$ cat src/rtl/alu_iter.sv
// alu_iter: handshaked ALU. Logic, add/sub and compare/branch ops finish in one cycle.
//           Mul/mulhu/divu/remu run on an iterative radix-2 datapath.
// Latency:  single-cycle ops -> out_valid_o the cycle after accept;
//           mul/div ops -> out_valid_o WIDTH+1 cycles after accept.
// Backpressure: ready_o is low only while iterating (WIDTH cycles). in_valid_i is ignored
//               while ready_o is low. There is no output stall; the result is presented
//               for one out_valid_o cycle and held afterwards.
//
// Ports:
//   clk_i, rst_i              rising-edge clock, synchronous active-high reset
//   in_valid_i, ready_o       request handshake (accept = in_valid_i && ready_o at clk edge)
//   ctrl_i, src1_i, src2_i    opcode and operands, sampled at accept
//   out_valid_o               one-cycle completion pulse
//   result_o, flag_o, zero_o  result, branch condition, result==0 (held until next completion)

module alu_iter #(
  parameter int WIDTH = 32,
  parameter int CNT_W = 6
) (
  input  logic             clk_i,
  input  logic             rst_i,
  input  logic             in_valid_i,
  input  logic [3:0]       ctrl_i,
  input  logic [WIDTH-1:0] src1_i,
  input  logic [WIDTH-1:0] src2_i,
  output logic             ready_o,
  output logic             out_valid_o,
  output logic [WIDTH-1:0] result_o,
  output logic             flag_o,
  output logic             zero_o
);

  // Operation codes
  localparam logic [3:0] OP_AND   = 4'd0;
  localparam logic [3:0] OP_OR    = 4'd1;
  localparam logic [3:0] OP_ADD   = 4'd2;
  localparam logic [3:0] OP_SLTU  = 4'd3;
  localparam logic [3:0] OP_DIVU  = 4'd4;
  localparam logic [3:0] OP_REMU  = 4'd5;
  localparam logic [3:0] OP_SUB   = 4'd6;
  localparam logic [3:0] OP_SLT   = 4'd7;
  localparam logic [3:0] OP_MUL   = 4'd8;
  localparam logic [3:0] OP_BNE   = 4'd9;
  localparam logic [3:0] OP_BGE   = 4'd10;
  localparam logic [3:0] OP_BGT   = 4'd11;
  localparam logic [3:0] OP_NOR   = 4'd12;
  localparam logic [3:0] OP_BEQ   = 4'd13;
  localparam logic [3:0] OP_MULHU = 4'd14;

  // Counter value during the final iteration step.
  localparam logic [CNT_W-1:0] LAST_STEP = CNT_W'(WIDTH - 1);

  typedef enum logic [1:0] {
    IDLE = 2'd0,
    BUSY = 2'd1,
    DONE = 2'd2
  } state_t;

  state_t               state_q, state_d;
  logic [CNT_W-1:0]     cnt_q, cnt_d;
  logic [3:0]           op_q, op_d;
  // Multiplicand (mul) or divisor (div).
  logic [WIDTH-1:0]     opnd_q, opnd_d;
  // Shared 2*WIDTH accumulator.
  //   mul: {partial product high, multiplier bits still to consume} -> final product
  //   div: {partial remainder, dividend bits still to consume / quotient bits} -> {rem, quo}
  logic [2*WIDTH-1:0]   acc_q, acc_d;
  logic [WIDTH-1:0]     result_q, result_d;
  logic                 flag_q, flag_d;
  logic                 zero_q, zero_d;

  // ---------------------------------------------------------------------------
  // Single-cycle ALU on the live inputs (used only at an accept edge)
  // ---------------------------------------------------------------------------
  logic [WIDTH-1:0] alu_res;
  logic             alu_flag;
  logic [WIDTH-1:0] alu_diff;
  logic             alu_slt;
  logic             alu_sltu;

  always_comb begin
    alu_diff = src1_i - src2_i;
    alu_slt  = $signed(src1_i) < $signed(src2_i);
    alu_sltu = src1_i < src2_i;
    alu_res  = '0;
    alu_flag = 1'b0;
    case (ctrl_i)
      OP_AND:  alu_res = src1_i & src2_i;
      OP_OR:   alu_res = src1_i | src2_i;
      OP_ADD:  alu_res = src1_i + src2_i;
      OP_SLTU: alu_res = {{(WIDTH-1){1'b0}}, alu_sltu};
      OP_SUB:  alu_res = alu_diff;
      OP_SLT:  alu_res = {{(WIDTH-1){1'b0}}, alu_slt};
      OP_NOR:  alu_res = ~(src1_i | src2_i);
      OP_BNE: begin
        alu_res  = alu_diff;
        alu_flag = (src1_i != src2_i);
      end
      OP_BGE: begin
        alu_res  = alu_diff;
        alu_flag = !alu_slt;
      end
      OP_BGT: begin
        alu_res  = alu_diff;
        alu_flag = $signed(src1_i) > $signed(src2_i);
      end
      OP_BEQ: begin
        alu_res  = alu_diff;
        alu_flag = (src1_i == src2_i);
      end
      // Iterative ops never take this path; opcode 15 yields zero/no flag.
      default: begin
        alu_res  = '0;
        alu_flag = 1'b0;
      end
    endcase
  end

  logic in_is_multi;
  logic in_is_mul;

  always_comb begin
    in_is_mul   = (ctrl_i == OP_MUL) || (ctrl_i == OP_MULHU);
    in_is_multi = in_is_mul || (ctrl_i == OP_DIVU) || (ctrl_i == OP_REMU);
  end

  // ---------------------------------------------------------------------------
  // One iteration step of the radix-2 multiplier / restoring divider
  // ---------------------------------------------------------------------------
  logic               op_is_mul;
  logic               op_hi_half;
  logic [WIDTH:0]     mul_sum;
  logic [2*WIDTH-1:0] mul_next;
  logic [WIDTH:0]     div_shift;
  logic               div_ge;
  logic [WIDTH-1:0]   div_sub;
  logic [2*WIDTH-1:0] div_next;
  logic [2*WIDTH-1:0] step_next;
  logic [WIDTH-1:0]   multi_res;

  always_comb begin
    op_is_mul  = (op_q == OP_MUL) || (op_q == OP_MULHU);
    // MULHU and REMU read the upper half of the accumulator, MUL and DIVU the lower.
    op_hi_half = (op_q == OP_MULHU) || (op_q == OP_REMU);

    // Shift-add: add the multiplicand into the upper half when the current
    // multiplier LSB is set, then shift the whole accumulator right. The carry
    // out of the add becomes the new MSB.
    mul_sum  = {1'b0, acc_q[2*WIDTH-1:WIDTH]} + (acc_q[0] ? {1'b0, opnd_q} : {(WIDTH+1){1'b0}});
    mul_next = {mul_sum, acc_q[WIDTH-1:1]};

    // Restoring divide: shift the next dividend bit into the partial remainder.
    // If it is >= divisor, subtract and record a 1 quotient bit.
    // The partial remainder is always < divisor, so the difference fits in WIDTH bits
    // and the modular low-bit subtract is exact.
    // Divisor 0 always subtracts nothing: quotient all ones, remainder = dividend.
    div_shift = {acc_q[2*WIDTH-1:WIDTH], acc_q[WIDTH-1]};
    div_ge    = div_shift >= {1'b0, opnd_q};
    div_sub   = div_shift[WIDTH-1:0] - opnd_q;
    div_next  = {(div_ge ? div_sub : div_shift[WIDTH-1:0]), acc_q[WIDTH-2:0], div_ge};

    step_next = op_is_mul ? mul_next : div_next;
    multi_res = op_hi_half ? step_next[2*WIDTH-1:WIDTH] : step_next[WIDTH-1:0];
  end

  // ---------------------------------------------------------------------------
  // Control FSM and datapath next-state
  // ---------------------------------------------------------------------------
  logic accept;

  always_comb begin
    state_d  = state_q;
    cnt_d    = cnt_q;
    op_d     = op_q;
    opnd_d   = opnd_q;
    acc_d    = acc_q;
    result_d = result_q;
    flag_d   = flag_q;
    zero_d   = zero_q;
    accept   = in_valid_i && (state_q != BUSY);

    case (state_q)
      IDLE, DONE: begin
        // DONE lasts one cycle; a request in that cycle gives back-to-back operation.
        state_d = IDLE;
        if (accept) begin
          if (in_is_multi) begin
            state_d = BUSY;
            cnt_d   = '0;
            op_d    = ctrl_i;
            opnd_d  = in_is_mul ? src1_i : src2_i;
            acc_d   = {{WIDTH{1'b0}}, (in_is_mul ? src2_i : src1_i)};
          end else begin
            state_d  = DONE;
            result_d = alu_res;
            flag_d   = alu_flag;
            zero_d   = (alu_res == '0);
          end
        end
      end

      BUSY: begin
        acc_d = step_next;
        cnt_d = cnt_q + CNT_W'(1);
        if (cnt_q == LAST_STEP) begin
          state_d  = DONE;
          result_d = multi_res;
          flag_d   = 1'b0;
          zero_d   = (multi_res == '0);
        end
      end

      default: state_d = IDLE;
    endcase
  end

  always_ff @(posedge clk_i) begin
    if (rst_i) begin
      state_q  <= IDLE;
      cnt_q    <= '0;
      op_q     <= '0;
      opnd_q   <= '0;
      acc_q    <= '0;
      result_q <= '0;
      flag_q   <= 1'b0;
      zero_q   <= 1'b1;
    end else begin
      state_q  <= state_d;
      cnt_q    <= cnt_d;
      op_q     <= op_d;
      opnd_q   <= opnd_d;
      acc_q    <= acc_d;
      result_q <= result_d;
      flag_q   <= flag_d;
      zero_q   <= zero_d;
    end
  end

  assign ready_o     = (state_q != BUSY);
  assign out_valid_o = (state_q == DONE);
  assign result_o    = result_q;
  assign flag_o      = flag_q;
  assign zero_o      = zero_q;

endmodule

$ cat config.mk
export PLATFORM = sky130hd
export DESIGN_NAME = alu_iter
export DESIGN_NICKNAME = d
export VERILOG_FILES = /design/src/rtl/alu_iter.sv
export SDC_FILE = /design/constraint.sdc
export NUM_CORES = 1
export LEC_CHECK = 0
export ABC_AREA = 1
export BUFFER_PORTS_ARGS = -buffer_cell sky130_fd_sc_hd__buf_2
export CAP_MARGIN = 10
export CORE_ASPECT_RATIO = 1.5
export CORE_MARGIN = 8
export CORE_UTILIZATION = 58
export CTS_CLUSTER_SIZE = 25
export DETAILED_ROUTE_END_ITERATION = 7
export HOLD_SLACK_MARGIN = 0.05
export MAX_ROUTING_LAYER = met4
export PLACE_DENSITY = 0.8
export SLEW_MARGIN = 20
export SYNTH_ARGS = -nofsm -noshare
export SYNTH_HDL_FRONTEND = slang
export SYNTH_SLANG_ARGS = --single-unit
$ cat constraint.sdc
create_clock -name clk_i -period 2.9 [get_ports clk_i]
set_input_delay 0.29 -clock clk_i [delete_from_list [all_inputs] [get_ports clk_i]]
set_output_delay 0.29 -clock clk_i [all_outputs]
set_load 0.01 [all_outputs]
==> impl_results.md, run 1 <==
- Root Driver: clkbuf_16
- # rows: 80
- Syn Std Cell Area: 18600 um2
- Longest Clk Path Bufs: 2
- Dpl hpwl: 66.1 mm
- Ys flop type: dfxtp_1
- Synth async-reset ratio: 0%
- Post-synth EDFFs: 0
- Largest net degree at the start of global routing: 129
- Err: [ERROR GRT-0232] Routing congestion too high. Check the congestion heatmap in the GUI.
- WEP type: sequential cell input
- Routability congestion estimate from global placement: 1.21
- Syn Nets: 3581
- Cell taking the most area after synthesis: nand2_1
- Yosys reg bits: 142
- Last stage: global routing (5_1_grt)
- GR Overflow Total: 83
- Cts bufs inserted: 17
- Post-synth cell types: 55
- Share of the synthesized area in the top cell type: 21.2%
- Status: did not finish
- Setup slack at placement: -0.548 ns
- Mapped Cells: 3342
- Sequential-to-total area share from yosys stat: 15.3%
- Ranking of synthesized cells by area: nand2_1 21%, dfxtp_1 15%, ha_1 11%, inv_1 10%, nand3_1 7.1%
- I/O Buffers: 106
- Cell Area, Placed: 23700 um2
- IO Count: 107
- Die X: 162 um
- GR repair worst EP: zero_o$_SDFFE_PP1P_/D
- Ys Warns: 0
- Starting Density: 58.6%
- Syn_area_per_cell: 5.56 um2
- Die height: 235 um
- Tot GR Track Use: 69.6%
- Sink Count: 142
- H-tree Lvls: 4
kinds of logic after synthesis:
logic type | Yosys count | synth area share, %
XOR/XNOR | 23 | 1.08
adder cells (fa/ha/maj) | 168 | 11.5
AND/OR/NAND/NOR | 1780 | 40.0
flip-flops | 142 | 15.3
multiplexers | 3 | 0.162
AO/OA/AOI/OAI | 586 | 18.7
buffers and inverters | 640 | 13.3
cells in the mapped netlist (all sizes together), types with 17 or more instances:
cell       n
nor3      30
a221oi    30
nand3    272
or2       17
nand4     39
nand2   1059
inv      523
o221ai    18
clkbuf    82
dfxtp    142
o21ai    166
a21oi    228
nor2     330
buf       34
o211ai    20
ha       164
a211oi    63
metrics by stage:
stage          hold WS, ns  instances  util (%)  TNS, ns
2_1_floorplan        0.434       3342         -        0
3_3_place_gp         0.451       4323      74.5    -2.21
4_1_cts              0.211       4372      80.8  -0.0125
3_5_place_dp         0.457       4323      74.5    -3.63
repair_timing:
| action | CTS |
|---|---|
| buffers inserted | 18 |
| hold buffers | 0 |
| resized for setup | 257 |
| pin swaps | 72 |
| endpoints found under the hold margin | 0 |
| setup endpoints to repair | 32 |
| gates cloned | 1 |
layer usage:
layer  track usage, %  GRT overflow
met5                -             -
met4             67.5            27
met3             51.2             3
met2             86.9            49
met1             67.2             4
==> inputs of run 2 (changes only) <==
Settings changed: CORE_ASPECT_RATIO 1.5 to default, CORE_UTILIZATION 58 to 40, CTS_CLUSTER_SIZE 25 to default, HOLD_SLACK_MARGIN 0.05 to default, MAX_ROUTING_LAYER met4 to default, PLACE_DENSITY 0.8 to default, PLACE_DENSITY_LB_ADDON from default to 0.15.
Clock period 2.9 ns to 3.8 ns, I/O delays scaled along.
==> run 2 against run 1 <==
The flow now finishes without violations. Synthesized cell count is the same. Synthesized area did not move.
==> impl_results.md, run 2 <==
- Status: finished clean (was did not finish)
- Syn Nets: 3581 (unchanged)
- Post-route setup TNS: 0 ns
- Sequential-to-total area share from yosys stat: 15.3% (unchanged)
- GR Overflow Total: 0
- Starting Density: 40.2% (was 58.6%)
- Root Driver: clkbuf_16 (unchanged)
- Worst R2R End: zero_o
- Ys flop type: dfxtp_1 (unchanged)
- Worst r2r path cells: 22
- Final min period: 3.50 ns
- Vias in the first global route: 21200
- Power share of the combinational group: 52.0%
- Syn Std Cell Area: 18600 um2 (unchanged)
- Slew headroom: 35.9%
- IO Count: 107 (unchanged)
- Cell mode on critical path: nand2_1
- Synth Area in XOR/XNOR: 1.08% (unchanged)
- Synth async-reset ratio: 0% (unchanged)
- Fmax: 285 MHz
- Final #Nets: 3641
- Clk Latency, worst-skew pair: 0.46 ns
- Core area: 46300 um2
- Critical path class: flop to flop
- Most frequent cells in the layout: 1046 x nand2_1, 514 x inv_1, 320 x nor2_1, 263 x nand3_1, 225 x a21oi_1
- Dpl hpwl: 66.4 mm (was 66.1 mm)
- Tot GR Track Use: 29.3%
- Clock Skews: 0.00973 ns
- Worst-path clk slew: 0.07 ns
- Cell Area, Placed: 19900 um2 (was 23700 um2)
- Ranking of synthesized cells by area: nand2_1 21%, dfxtp_1 15%, ha_1 11%, inv_1 10%, nand3_1 7.1% (unchanged)
- Routed len/inst: 20.2 um
- I/O Buffers: 106 (unchanged)
- Global-route wire length before repair: 122 mm
- # rows: 79 (was 80)
- Synth Area in Compound Gates: 18.7% (unchanged)
- Drt pass-1 iters: 6
- DRT iter0 DRCs: 2047
- Sequential Power Share: 22.9%
- Cell taking the most area after synthesis: nand2_1 (unchanged)
- Leakage Power: 10.7 nW
- Via count: 22200
- Int Power: 3.78 mW
- Die ar.: 53600 um2
- Final slew viol count: 0
- Antenna Violating Nets Remaining: 0
- Endpoint class of the critical path: flop
- Final period util: 92.2%
- WP data arrival: 3.90 ns
- Most flop-heavy register: acc_q
- Sink Count: 142 (unchanged)
- Sw Ratio: 47.7%
- Setup violators final: 0
- Layout cell share with drive strength beyond 1: 7.47%
- Die height: 232 um (was 235 um)
- Pwr dens: 353 nW/um2
- Fin Hold WS: 0.284 ns
- Largest family of logic cells by synthesized area: simple AND/OR/NAND/NOR gates (unchanged)
- Longest Clk Path Bufs: 2 (unchanged)
- Routability congestion estimate from global placement: 1.04 (was 1.21)
- Net Switching: 3.45 mW
- Worst slew pin tran: 0.959 ns
- PnR Total Power: 7.24 mW
- Final non-filler cell area: 20500 um2
- Ys Warns: 0 (unchanged)
- Max-cap viol count: 0
- Crit path max fanout: 12
- Syn_area_per_cell: 5.56 um2 (unchanged)
- Adder-cell share of the synthesized area: 11.5% (unchanged)
- Unrepaired setup endpoints after global routing: no
- Clock share of power: 25.0%
- Antenna violations before repair: 1
- Setup crit end: zero_o
- Final Hold Vio Count: 0
- CP cell instances: inv_1 > ha_1 > nand2_2 > inv_1 > nand2_1 > nand2_1 > a21oi_1 > nand2_2 > nor2_8 > buf_4 > nand3_1 > nand3_1 > nand3_1 > o21ai_0 > nand2_1 > nor2_1 > nand2_1 > nor2_1 > nand2_1 > nand2_1 > nand2_1 > nand2_1
- Worst r2r src: opnd_q[28]
- Hold buffers post-CTS: 0 (unchanged)
- CTS tree: built
- Cts bufs inserted: 17 (unchanged)
- Drt total wl: 81.2 mm
- Mapped Cells: 3342 (unchanged)
- Largest net degree at the start of global routing: 129
- Crit. Startpoint: opnd_q[28]
- Setup Buffers After CTS: 0 (was 18)
- Commonest non-fill, non-tap cell in the layout: nand2_1
- Critical path's largest stage delay: 0.38 ns
- Area delta synth->final: 10.1%
- CTS resizes: 0 (was 257)
- DR vias/cell: 5.51
- Yosys reg bits: 142 (unchanged)
- Drc violations: 0
- Register-to-register setup slack: 0.30 ns
- Worst vdd ir: 0.000256 V
- Die X: 232 um (was 162 um)
- Startpoint Class: flop
- Commonest cells post-synth: 1049 x nand2_1, 515 x inv_1, 324 x nor2_1 (unchanged)
- Share of the synthesized area in the top cell type: 21.2% (unchanged)
- WP data required: 4.20 ns
- Ant diodes: 0
- Max FFs per register: 64
- Synth Area in Simple Gates: 40.0% (unchanged)
- Post-synth EDFFs: 0 (unchanged)
- Crit path max-delay cell type: ha_1
- Post-synthesis mux area share: 0.162% (unchanged)
- Post-synth cell types: 55 (unchanged)
- Min-Delay Path Class: primary input to flop
- Most common cell in the netlist: nand2_1 (unchanged)
- H-tree Lvls: 4 (unchanged)
[run 2: logic make-up after synthesis]
kind of cell,after synthesis
adders and majority gates,168
buffers and inverters,640
and+or+nand+nor,1780
xor gates and xnor gates,23
DFF,142
AOI/OAI and AO/OA,586
muxes,3
[run 2: area by class of cell]
cell class | count | area, um2
flip-flops and latches | 142 | 2840
well taps | 607 | 759
multi-input cells | 2560 | 13300
fillers | 5172 | 25800
clock buffers | 18 | 429
repair buffers | 157 | 966
clock inverters | 14 | 181
inverters | 524 | 1970
[run 2: metrics by stage]
| stage | std cells | setup WS [ns] | util (%) |
|---|---|---|---|
| after floorplan | 3342 | 0.821 | - |
| after CTS | 4022 | 0.372 | 44.3 |
| after global routing | 4022 | 0.0506 | 44.3 |
| after detailed placement | 3990 | 0.0593 | 42.9 |
| after global placement | 3990 | 0.0458 | 42.9 |
| final | 4022 | 0.296 | 44.3 |
[run 2: worst min-delay path by stage]
| stage | from | to | slack [ns] | cells past startpoint |
|---|---|---|---|---|
| finish | ctrl_i[3] | op_q[3] | 0.28 | 3 |
| global route | ctrl_i[3] | op_q[3] | 0.27 | 3 |
| CTS | ctrl_i[3] | op_q[3] | 0.27 | 3 |
| detailed placement | result_o[0] | result_o[0] | 0.45 | 2 |
| global placement | result_o[25] | result_o[25] | 0.45 | 2 |
| floorplan | op_q[1] | op_q[1] | 0.46 | 2 |
[run 2: worst max-delay path: cells and delay by family (launching register included)]
kind	cells	cell delay (ns)
DFF	1	0.37
adders and majority gates	1	0.38
buffers and inverters	3	0.44
and+or+nand+nor	16	1.84
AOI/OAI and AO/OA	2	0.40
[run 2: power by group through the flow]
| stage | Clock [mW] | Combinational [mW] | Sequential [mW] |
|---|---|---|---|
| after floorplan | 0 | 2.53 | 1.68 |
| after CTS | 1.83 | 3.70 | 1.66 |
| after global routing | 1.89 | 4.14 | 1.67 |
| final | 1.81 | 3.77 | 1.66 |
| after global placement | 0 | 3.69 | 1.69 |
| after detailed placement | 0 | 3.69 | 1.69 |
[run 2: routing by layer]
layer	GRT usage (%)	vias up	wire length [um]	part of all wire, %
li1	-	10900	-	-
met1	38.2	10200	35800	44
met2	48.3	832	36900	45
met3	2.80	162	4720	5.8
met4	13.4	2	3780	4.7
met5	0	-	12	0.015
(Power assumes the default switching activity.)
==> inputs of run 3 (changes only) <==
Settings changed: CORE_UTILIZATION 40 to 30, TNS_END_PERCENT from default to 100.
==> run 3 against run 2 <==
Global-route usage is 6.2 points lower. Sequential share of layout area down 0.22 points. Die area up 31%. Clock skew up 0.0030 ns. Clock power decreased by 2%. Critical path type unchanged. Largest power group unchanged. Highest routed layer is now met4.
==> impl_results.md, run 3 (synthesis gave the netlist of run 2 again) <==
- Worst-path clk slew: 0.07 ns (about the same)
- Largest net degree at the start of global routing: 129 (unchanged)
- Via count: 21500 (was 22200)
- Crit path buf inv count: 3 (unchanged)
- Routability congestion estimate from global placement: 1.02 (was 1.04)
- Die height: 265 um (was 232 um)
- Fillers: 7111 (was 5172)
- Crit path max-delay cell type: fa_1 (was ha_1)
- Endpoint class of the critical path: flop (unchanged)
- Drt pass-1 iters: 6 (unchanged)
- Tot GR Track Use: 23.1% (was 29.3%)
- Slew headroom: 25.1% (was 35.9%)
- Routed len/inst: 19.8 um (was 20.2 um)
- Core area: 61500 um2 (was 46300 um2)
- Setup Buffers After CTS: 0 (unchanged)
- Fin Hold WS: 0.277 ns (was 0.284 ns)
- Worst vdd ir: 0.000278 V (was 0.000256 V)
- IO Count: 107 (unchanged)
- WP data required: 4.20 ns (about the same)
- CTS resizes: 0 (unchanged)
- Pwr dens: 343 nW/um2 (was 353 nW/um2)
- Cts bufs inserted: 17 (unchanged)
- Worst slew pin tran: 1.12 ns (was 0.959 ns)
- Final slew viol count: 0 (unchanged)
- Drt total wl: 83.6 mm (was 81.2 mm)
- H-tree Lvls: 4 (unchanged)
- Total area of sequential cells: 2840 um2 (unchanged)
- Status: finished clean (unchanged)
- Antenna violations before repair: 5 (was 1)
- Starting Density: 30.2% (was 40.2%)
- Vias in the first global route: 20800 (was 21200)
- Max-cap viol count: 0 (unchanged)
- Min-Delay Path Class: primary input to flop (unchanged)
- WP data arrival: 3.81 ns (was 3.90 ns)
- Layout cell share with drive strength beyond 1: 7.88% (was 7.47%)
- GR Overflow Total: 0 (unchanged)
- Most frequent cells in the layout: 1045 x nand2_1, 514 x inv_1, 319 x nor2_1, 263 x nand3_1, 225 x a21oi_1 (was 1046 x nand2_1, 514 x inv_1, 320 x nor2_1, 263 x nand3_1, 225 x a21oi_1)
- Die ar.: 70200 um2 (was 53600 um2)
- I/O Buffers: 106 (unchanged)
- Critical path's largest stage delay: 0.41 ns (was 0.38 ns)
- Setup slack at placement: 0.147 ns (was 0.0593 ns)
- Crit path max fanout: 4 (was 12)
- Cell mode on critical path: nand2_1 (unchanged)
- Startpoint Class: flop (unchanged)
- # rows: 91 (was 79)
- Delay-heaviest family, CP: simple AND/OR/NAND/NOR gates (unchanged)
- Final period util: 89.8% (was 92.2%)
- Root Driver: clkbuf_16 (unchanged)
- Setup ws final: 0.388 ns (was 0.296 ns)
- Unrepaired setup endpoints after global routing: no (unchanged)
- DRT iter0 DRCs: 1438 (was 2047)
- Final Core Density: 33.8% (was 44.3%)
- Antenna Violating Nets Remaining: 0 (unchanged)
- Combined area of the multi-input logic cells: 13300 um2 (unchanged)
- Non-Filler Instances: 4220 (was 4022)
- CTS tree: built (unchanged)
- Clk Latency, worst-skew pair: 0.45 ns (was 0.46 ns)
- Commonest non-fill, non-tap cell in the layout: nand2_1 (unchanged)
- Hold buffers post-CTS: 0 (unchanged)
- Max FFs per register: 64 (unchanged)
- DR vias/cell: 5.10 (was 5.51)
- Final min period: 3.41 ns (was 3.50 ns)
- Final #Nets: 3653 (was 3641)
- Critical path class: flop to flop (unchanged)
- Fmax: 293 MHz (was 285 MHz)
- Post-route setup TNS: 0 ns (unchanged)
- Placed cell count: 4185 (was 3990)
- Clock Skews: 0.0128 ns (was 0.00973 ns)
- Dpl hpwl: 68.4 mm (was 66.4 mm)
- Final Hold Vio Count: 0 (unchanged)
- Leakage Power: 10.8 nW (was 10.7 nW)
- Sink Count: 142 (unchanged)
- Area delta synth->final: 11.9% (was 10.1%)
- Setup violators final: 0 (unchanged)
- Longest Clk Path Bufs: 2 (unchanged)
- Drc violations: 0 (unchanged)
- Global-route wire length before repair: 126 mm (was 122 mm)
- Most flop-heavy register: acc_q (unchanged)
- Die X: 265 um (was 232 um)
-- run 3: changes by cell type in the layout (fill, tap and decap cells not counted), moves of 2 or more --
cell,change
nor2_2,+2
buf_4,+11
diode_2,+3
inv_8,+2
-- run 3: final timing paths --
| kind | startpoint | to | slack (ns) | depth (start not counted) |
|---|---|---|---|---|
| setup / recovery | acc_q[0] | zero_o | 0.39 | 26 |
| hold / removal | ctrl_i[3] | op_q[3] | 0.28 | 3 |
| setup reg to reg | acc_q[0] | zero_o | 0.39 | 26 |
| hold reg to reg | result_o[28] | result_o[28] | 0.46 | 2 |
-- run 3: layout make-up --
| type | instances | share of cell area (%) |
|---|---|---|
| multi-input combinational | 2560 | 64.1 |
| sequential | 142 | 13.7 |
| inverter | 524 | 9.45 |
| timing repair buffer | 169 | 5.14 |
| tap | 790 | 4.75 |
| clock buffer | 17 | 2.04 |
| clock inverter | 15 | 0.848 |
| antenna | 3 | 0.0361 |
-- run 3: worst min-delay path, cell delays in order --
cell and delay (ns):
buf_2 0.12, inv_1 0.11, a21oi_1 0.08
-- run 3: metal layers --
layer	vias to the layer above	track usage (%)	wire, um
met1	9873	30.4	38200
met3	118	1.92	3470
met4	0	9.41	3250
li1	11000	-	-
met5	-	0	0
met2	562	38.8	38600
-- run 3: report_power, final --
group | internal [mW] | switching [mW]
clock | 0.988 | 0.778
combinational | 1.15 | 2.57
sequential | 1.58 | 0.0704
-- run 3: metrics by stage --
| step | power [mW] | area [um2] |
|---|---|---|
| 6_report | 7.14 | 20800 |
| 3_3_place_gp | 5.38 | 20200 |
| 4_1_cts | 7.15 | 20800 |
| 2_1_floorplan | 4.21 | 18600 |
| 3_5_place_dp | 5.37 | 20200 |
| 5_1_grt | 7.63 | 20800 |
